==> config.mk <==
export PLATFORM = sky130hd
export DESIGN_NAME = mix_columns_seq_flat
export DESIGN_NICKNAME = d
export VERILOG_FILES = /design/src/rtl/aes_pkg.sv /design/src/rtl/mix_columns_seq_if.sv /design/src/rtl/mix_single_column.sv /design/src/rtl/mix_columns_seq.sv /design/src/flat_wrapper.sv
export SDC_FILE = /design/constraint.sdc
export NUM_CORES = 1
export LEC_CHECK = 0
export CORE_MARGIN = 3
export CORE_UTILIZATION = 45
export DETAILED_ROUTE_END_ITERATION = 10
export PLACE_DENSITY = 0.72
export REMOVE_ABC_BUFFERS = 1
export SLEW_MARGIN = 20
export SYNTH_ARGS = -nofsm -noshare
export SYNTH_HDL_FRONTEND = slang
export SYNTH_SLANG_ARGS = --single-unit
==> constraint.sdc <==
create_clock -name clk -period 2.6 [get_ports clk]
set_input_delay 0.39 -clock clk [delete_from_list [all_inputs] [get_ports clk]]
set_output_delay 0.39 -clock clk [all_outputs]
set_load 0.005 [all_outputs]
==> src/rtl/aes_pkg.sv <==
// +-----------------------------------------------------------------+
// | aes_pkg : shared AES datapath constants, FSM encoding, xtime    |
// | Rev 1.0 : initial release                                       |
// +-----------------------------------------------------------------+
`default_nettype none

package aes_pkg;

   localparam logic [7:0] AES_POLY = 8'h1B;
   localparam int         COL_W    = 32;
   localparam int         STATE_W  = 128;

   typedef enum logic [1:0] {
      IDLE = 2'd0,
      RUN  = 2'd1,
      DONE = 2'd2
   } state_t;

   function automatic logic [7:0] xtime(input logic [7:0] x);
      return {x[6:0], 1'b0} ^ (x[7] ? AES_POLY : 8'h00);
   endfunction

endpackage

`default_nettype wire

==> src/rtl/mix_columns_seq_if.sv <==
// +-----------------------------------------------------------------+
// | mix_columns_seq_if : start/ready handshake and state buses      |
// | Rev 1.0 : initial release                                       |
// +-----------------------------------------------------------------+
`default_nettype none

interface mix_columns_seq_if;
   import aes_pkg::*;

   logic               start;
   logic               bypass;
   logic [STATE_W-1:0] input_s;
   logic [STATE_W-1:0] output_s;
   logic               busy;
   logic               ready;

   modport master (
      output start, bypass, input_s,
      input  output_s, busy, ready
   );

   modport slave (
      input  start, bypass, input_s,
      output output_s, busy, ready
   );
endinterface

`default_nettype wire

==> src/rtl/mix_single_column.sv <==
// +-----------------------------------------------------------------+
// | mix_single_column : combinational forward MixColumns, 1 column  |
// | Rev 1.0 : initial release                                       |
// +-----------------------------------------------------------------+
`default_nettype none

module mix_single_column
   import aes_pkg::*;
(
   input  wire logic [COL_W-1:0] col_in,
   output logic      [COL_W-1:0] col_out
);

   logic [7:0] w_b0, w_b1, w_b2, w_b3;
   logic [7:0] w_x0, w_x1, w_x2, w_x3;

   assign w_b0 = col_in[7:0];
   assign w_b1 = col_in[15:8];
   assign w_b2 = col_in[23:16];
   assign w_b3 = col_in[31:24];

   assign w_x0 = xtime(w_b0);
   assign w_x1 = xtime(w_b1);
   assign w_x2 = xtime(w_b2);
   assign w_x3 = xtime(w_b3);

   // 3*x is expressed as xtime(x) ^ x
   assign col_out[7:0]   = w_x0 ^ (w_x1 ^ w_b1) ^ w_b2 ^ w_b3;
   assign col_out[15:8]  = w_b0 ^ w_x1 ^ (w_x2 ^ w_b2) ^ w_b3;
   assign col_out[23:16] = w_b0 ^ w_b1 ^ w_x2 ^ (w_x3 ^ w_b3);
   assign col_out[31:24] = (w_x0 ^ w_b0) ^ w_b1 ^ w_b2 ^ w_x3;

endmodule

`default_nettype wire

==> src/rtl/mix_columns_seq.sv <==
// +-----------------------------------------------------------------+
// | mix_columns_seq : iterative forward MixColumns, 1 column/clock  |
// | Rev 1.0 : initial release                                       |
// +-----------------------------------------------------------------+
`default_nettype none

module mix_columns_seq
   import aes_pkg::*;
#(
   parameter int NUM_COLS = 4,
   parameter int CNT_W    = 2
)(
   input wire logic          clk,
   input wire logic          rst_n,
   mix_columns_seq_if.slave  bus
);

   state_t             r_state;
   logic [CNT_W-1:0]   r_cnt;
   logic [STATE_W-1:0] r_copy;
   logic               r_bypass;
   logic [STATE_W-1:0] r_out;
   logic               r_busy;
   logic               r_ready;

   logic [COL_W-1:0]   w_col_sel;
   logic [COL_W-1:0]   w_col_mix;
   logic [COL_W-1:0]   w_col_res;

   assign w_col_sel = r_copy[COL_W*r_cnt +: COL_W];

   mix_single_column u_mix (
      .col_in  (w_col_sel),
      .col_out (w_col_mix)
   );

   assign w_col_res = r_bypass ? w_col_sel : w_col_mix;

   always_ff @(posedge clk or negedge rst_n) begin
      if (!rst_n) begin
         r_state  <= IDLE;
         r_cnt    <= '0;
         r_copy   <= '0;
         r_bypass <= 1'b0;
         r_out    <= '0;
         r_busy   <= 1'b0;
         r_ready  <= 1'b0;
      end else begin
         case (r_state)
            IDLE, DONE: begin
               r_ready <= 1'b0;
               if (bus.start) begin
                  r_copy   <= bus.input_s;
                  r_bypass <= bus.bypass;
                  r_cnt    <= '0;
                  r_busy   <= 1'b1;
                  r_state  <= RUN;
               end else begin
                  r_state  <= IDLE;
               end
            end
            RUN: begin
               // start is deliberately not looked at here: requests while busy are dropped
               r_out[COL_W*r_cnt +: COL_W] <= w_col_res;
               r_cnt <= r_cnt + 1'b1;
               if (r_cnt == CNT_W'(NUM_COLS - 1)) begin
                  r_busy  <= 1'b0;
                  r_ready <= 1'b1;
                  r_state <= DONE;
               end
            end
            default: r_state <= IDLE;
         endcase
      end
   end

   assign bus.output_s = r_out;
   assign bus.busy     = r_busy;
   assign bus.ready    = r_ready;

endmodule

`default_nettype wire

==> src/flat_wrapper.sv <==
// flat-port wrapper written by rule: the top's interface ports become plain ports
module mix_columns_seq_flat import aes_pkg::*;
#(
   parameter int NUM_COLS = 4,
   parameter int CNT_W    = 2
)
  (clk, rst_n, bus_start, bus_bypass, bus_input_s, bus_output_s, bus_busy, bus_ready);
  mix_columns_seq_if bus_i ();
  input wire logic clk;
  input wire logic rst_n;
  input wire logic [$bits(bus_i.start)-1:0] bus_start;
  input wire logic [$bits(bus_i.bypass)-1:0] bus_bypass;
  input wire logic [$bits(bus_i.input_s)-1:0] bus_input_s;
  output wire logic [$bits(bus_i.output_s)-1:0] bus_output_s;
  output wire logic [$bits(bus_i.busy)-1:0] bus_busy;
  output wire logic [$bits(bus_i.ready)-1:0] bus_ready;
  assign bus_i.start = bus_start;
  assign bus_i.bypass = bus_bypass;
  assign bus_i.input_s = bus_input_s;
  assign bus_output_s = bus_i.output_s;
  assign bus_busy = bus_i.busy;
  assign bus_ready = bus_i.ready;
  mix_columns_seq #(.NUM_COLS(NUM_COLS), .CNT_W(CNT_W)) u_core (.clk(clk), .rst_n(rst_n), .bus(bus_i));
endmodule
==> flow_metrics.env <==
export IMPL_synthesis_area_um2=12400
export IMPL_ctsHtreeMaxLevel=1
export IMPL_clock_latency_ps=540
export IMPL_multi_input_area_um2=5450
export IMPL_cts_tree="yes"
export IMPL_gr_total_overflow=0
export IMPL_vdd_ir_drop_max_mv=1.02
export IMPL_end_kind="flop"
export IMPL_placed_cells=1432
export IMPL_finalNonFillerCells=1488
export IMPL_clock_sinks=263
export IMPL_finalHoldViolCount=0
export IMPL_portBuffers=261
export IMPL_gp_congestion=0.776
export IMPL_num_vias=8523
export IMPL_cts_root_buffer="clkbuf_16"
export IMPL_path_clk_slew_ps=60
export IMPL_yosys_warnings=0
export IMPL_grt_first_pass_wirelength_um=52200
export IMPL_core_area_um2=27000
export IMPL_drt_iter0_markers=555
export IMPL_firstDrtPassIters=5
export IMPL_dp_slack_ps=20.8
export IMPL_ys_ff_latch=263
export IMPL_cp_required_ps=3060
export IMPL_dieArea_um2=29500
export IMPL_worst_ep_arrival_time_ps=3000
export IMPL_die_x_um=172
export IMPL_wl_um=33900
export IMPL_drv_slew=0
export IMPL_antenna_found_initial=0
export IMPL_worstSetupPathType="reg -> reg"
export IMPL_wl_per_cell_um=22.8
export IMPL_fin_skew_ps=12.0
export IMPL_max_cap_violations=0
export IMPL_setup_violations=0
export IMPL_p_per_area_nw_per_um2=1740
export IMPL_synth_top_cells_by_count="dfrtp_1 (263), mux2_2 (129), a22oi_1 (128)"
export IMPL_row_count=60
export IMPL_synth_top_cell_area_share=0.532
export IMPL_netlist_instances=865
export IMPL_fin_hold_ws_ps=410
export IMPL_critPathLaunch="u_core.r_cnt[0]$_DFFE_PN0P_"
export IMPL_ant_nets=0
export IMPL_ys_types=33
export IMPL_yosys_area_top_type="dfrtp_1"
export IMPL_utilization=0.612
export IMPL_finalCritPeriodShare=0.977
export IMPL_fin_ws_ps=59.0
export IMPL_drc_errors=0
export IMPL_dp_hpwl_um=23100
export IMPL_grt_use_total=0.227
export IMPL_worstMarginPinSlew_ps=712
export IMPL_relSlewSlack=0.524
export IMPL_status="finished, final reports clean"
export IMPL_p_leak_uw=0.00699
export IMPL_synth_most_common_cell="dfrtp_1"
export IMPL_synth_edff_count=0
export IMPL_critPathLaunchType="flop"
export IMPL_synthToLayoutAreaGrowth_pct=33.5
export IMPL_min_period_ps=2540
export IMPL_avgViaCountPerCell=5.73
export IMPL_rsz0062_at_grt="true"
export IMPL_io_pins=262
export IMPL_async_flop_share=1.00
export IMPL_start_util=0.459
export IMPL_hold_class="in -> async"
export IMPL_cp_max_fo=9
export IMPL_synth_flop_cell="dfrtp_1"
export IMPL_total_power_uw=28800
export IMPL_grt_pass1_vias=9007
export IMPL_reg2reg_from="u_core.r_cnt[0]$_DFFE_PN0P_"
export IMPL_max_freq_mhz=394
export IMPL_numCtsBuffers=29
export IMPL_fin_nets=1266
export IMPL_layout_drive_gt1_share=0.237
export IMPL_grt_max_degree=76
export IMPL_n_fill_cell=2083
export IMPL_synthTopCellsByArea="dfrtp_1 (53%), mux2_2 (12%), a22oi_1 (7.8%), mux4_2 (5.8%), xnor3_1 (5.6%)"
export IMPL_die_y_um=172
export IMPL_ys_seq_area_frac=0.532
export IMPL_avgSynthCellArea_um2=14.3
export IMPL_clock_path_buffers=3
export IMPL_antenna_diode_count=0
export IMPL_ff_latch_area_um2=6580
-- critical path, stage by stage (launching register included) --
cell and delay, ps:
dfrtp_2 490, buf_12 200, mux4_2 680, buf_4 220
xnor3_1 410, xnor3_1 290, o21ai_1 160
-- routing by layer --
layer	global-route usage	vias up	part of all wire
met5	0	-	0
met1	0.307	4322	0.42
met3	0.0618	45	0.093
met4	0.0462	0	0.022
met2	0.372	375	0.47
li1	-	3781	-
-- cell families after synthesis --
| group | synth area share |
|---|---|
| compound gates | 0.132 |
| mux | 0.176 |
| fa+ha+maj | 0.00607 |
| buf+inv | 0.0312 |
| flops | 0.532 |
| simple gates | 0.0120 |
| xor+xnor | 0.110 |
-- path summary, 6_finish.rpt --
check,end,slack [ps],depth (start not counted)
max,u_core.bus.output_s[28]$_DFFE_PN0P_,60,6
min,u_core.r_copy[24]$_DFFE_PN0P_,410,2
max reg2reg,u_core.bus.output_s[28]$_DFFE_PN0P_,60,6
min reg2reg,u_core.bus.ready$_DFFE_PN0P_,490,1
max in group asynchronous,u_core.bus.output_s[102]$_DFFE_PN0P_,1340,3
min in group clk,u_core.r_copy[81]$_DFFE_PN0P_,460,2
-- cell type report --
class                   instances  area share
clock buffers                  42      0.0518
multi-input cells             524       0.330
inverters                       2    0.000455
repair buffers                308       0.187
flip-flops and latches        263       0.399
well taps                     341      0.0258
clock inverters                 8     0.00569
-- stage by stage --
step	area, µm²	setup TNS, ps
after floorplan	12000	-861610
after global placement	15500	0
after detailed placement	15500	0
after CTS	16400	0
after global routing	16500	-22.6
final	16500	0
-- timing repair --
action                     in CTS  in global routing
hold endpoints to repair       64                  0
setup buffers                   0                  5
hold buffers                    1                  0
resized for setup               1                  3
setup endpoints to repair       3                 33
-- report_power, final --
| part | switching (µW) | internal [µW] | total (µW) | leakage, µW |
|---|---|---|---|---|
| clock network | 1630 | 2450 | 4080 | 0.000473 |
| registers | 900 | 5680 | 6580 | 0.00333 |
| logic | 8660 | 9460 | 18100 | 0.00318 |
| total | 11200 | 17600 | 28800 | 0.00698 |
-- cell usage in the layout, fill, tap and decap left out, types with 2 or more instances in the layout --
cell,Yosys,layout
a22oi_1,128,128
buf_12,1,9
buf_4,4,36
bufinv_16,0,2
clkbuf_1,48,5
clkbuf_16,0,29
clkbuf_8,0,8
clkdlybuf4s50_1,0,260
clkinv_2,0,5
dfrtp_1,263,261
dfrtp_2,0,2
ha_1,6,6
inv_1,2,2
mux2_2,129,129
mux4_2,32,32
nand2_1,2,2
nand2b_1,4,4
nand3b_1,5,5
nor2_1,3,3
nor3_2,0,2
o21ai_0,46,46
o21ai_1,83,83
or4_1,3,3
xnor2_1,8,7
xnor2_2,4,5
xnor2_4,4,4
xnor3_1,31,31
xor2_1,11,9
xor2_2,1,3
xor3_1,13,13
-- flip-flops by register name (all words and copies together), names as in the netlist --
register             count
u_core.r_cnt             2
u_core.r_state           2
u_core.bus.busy          1
u_core.bus.output_s    128
u_core.bus.ready         1
u_core.r_copy          128
u_core.r_bypass          1
Note: power is estimated with default switching activity, not from simulation.
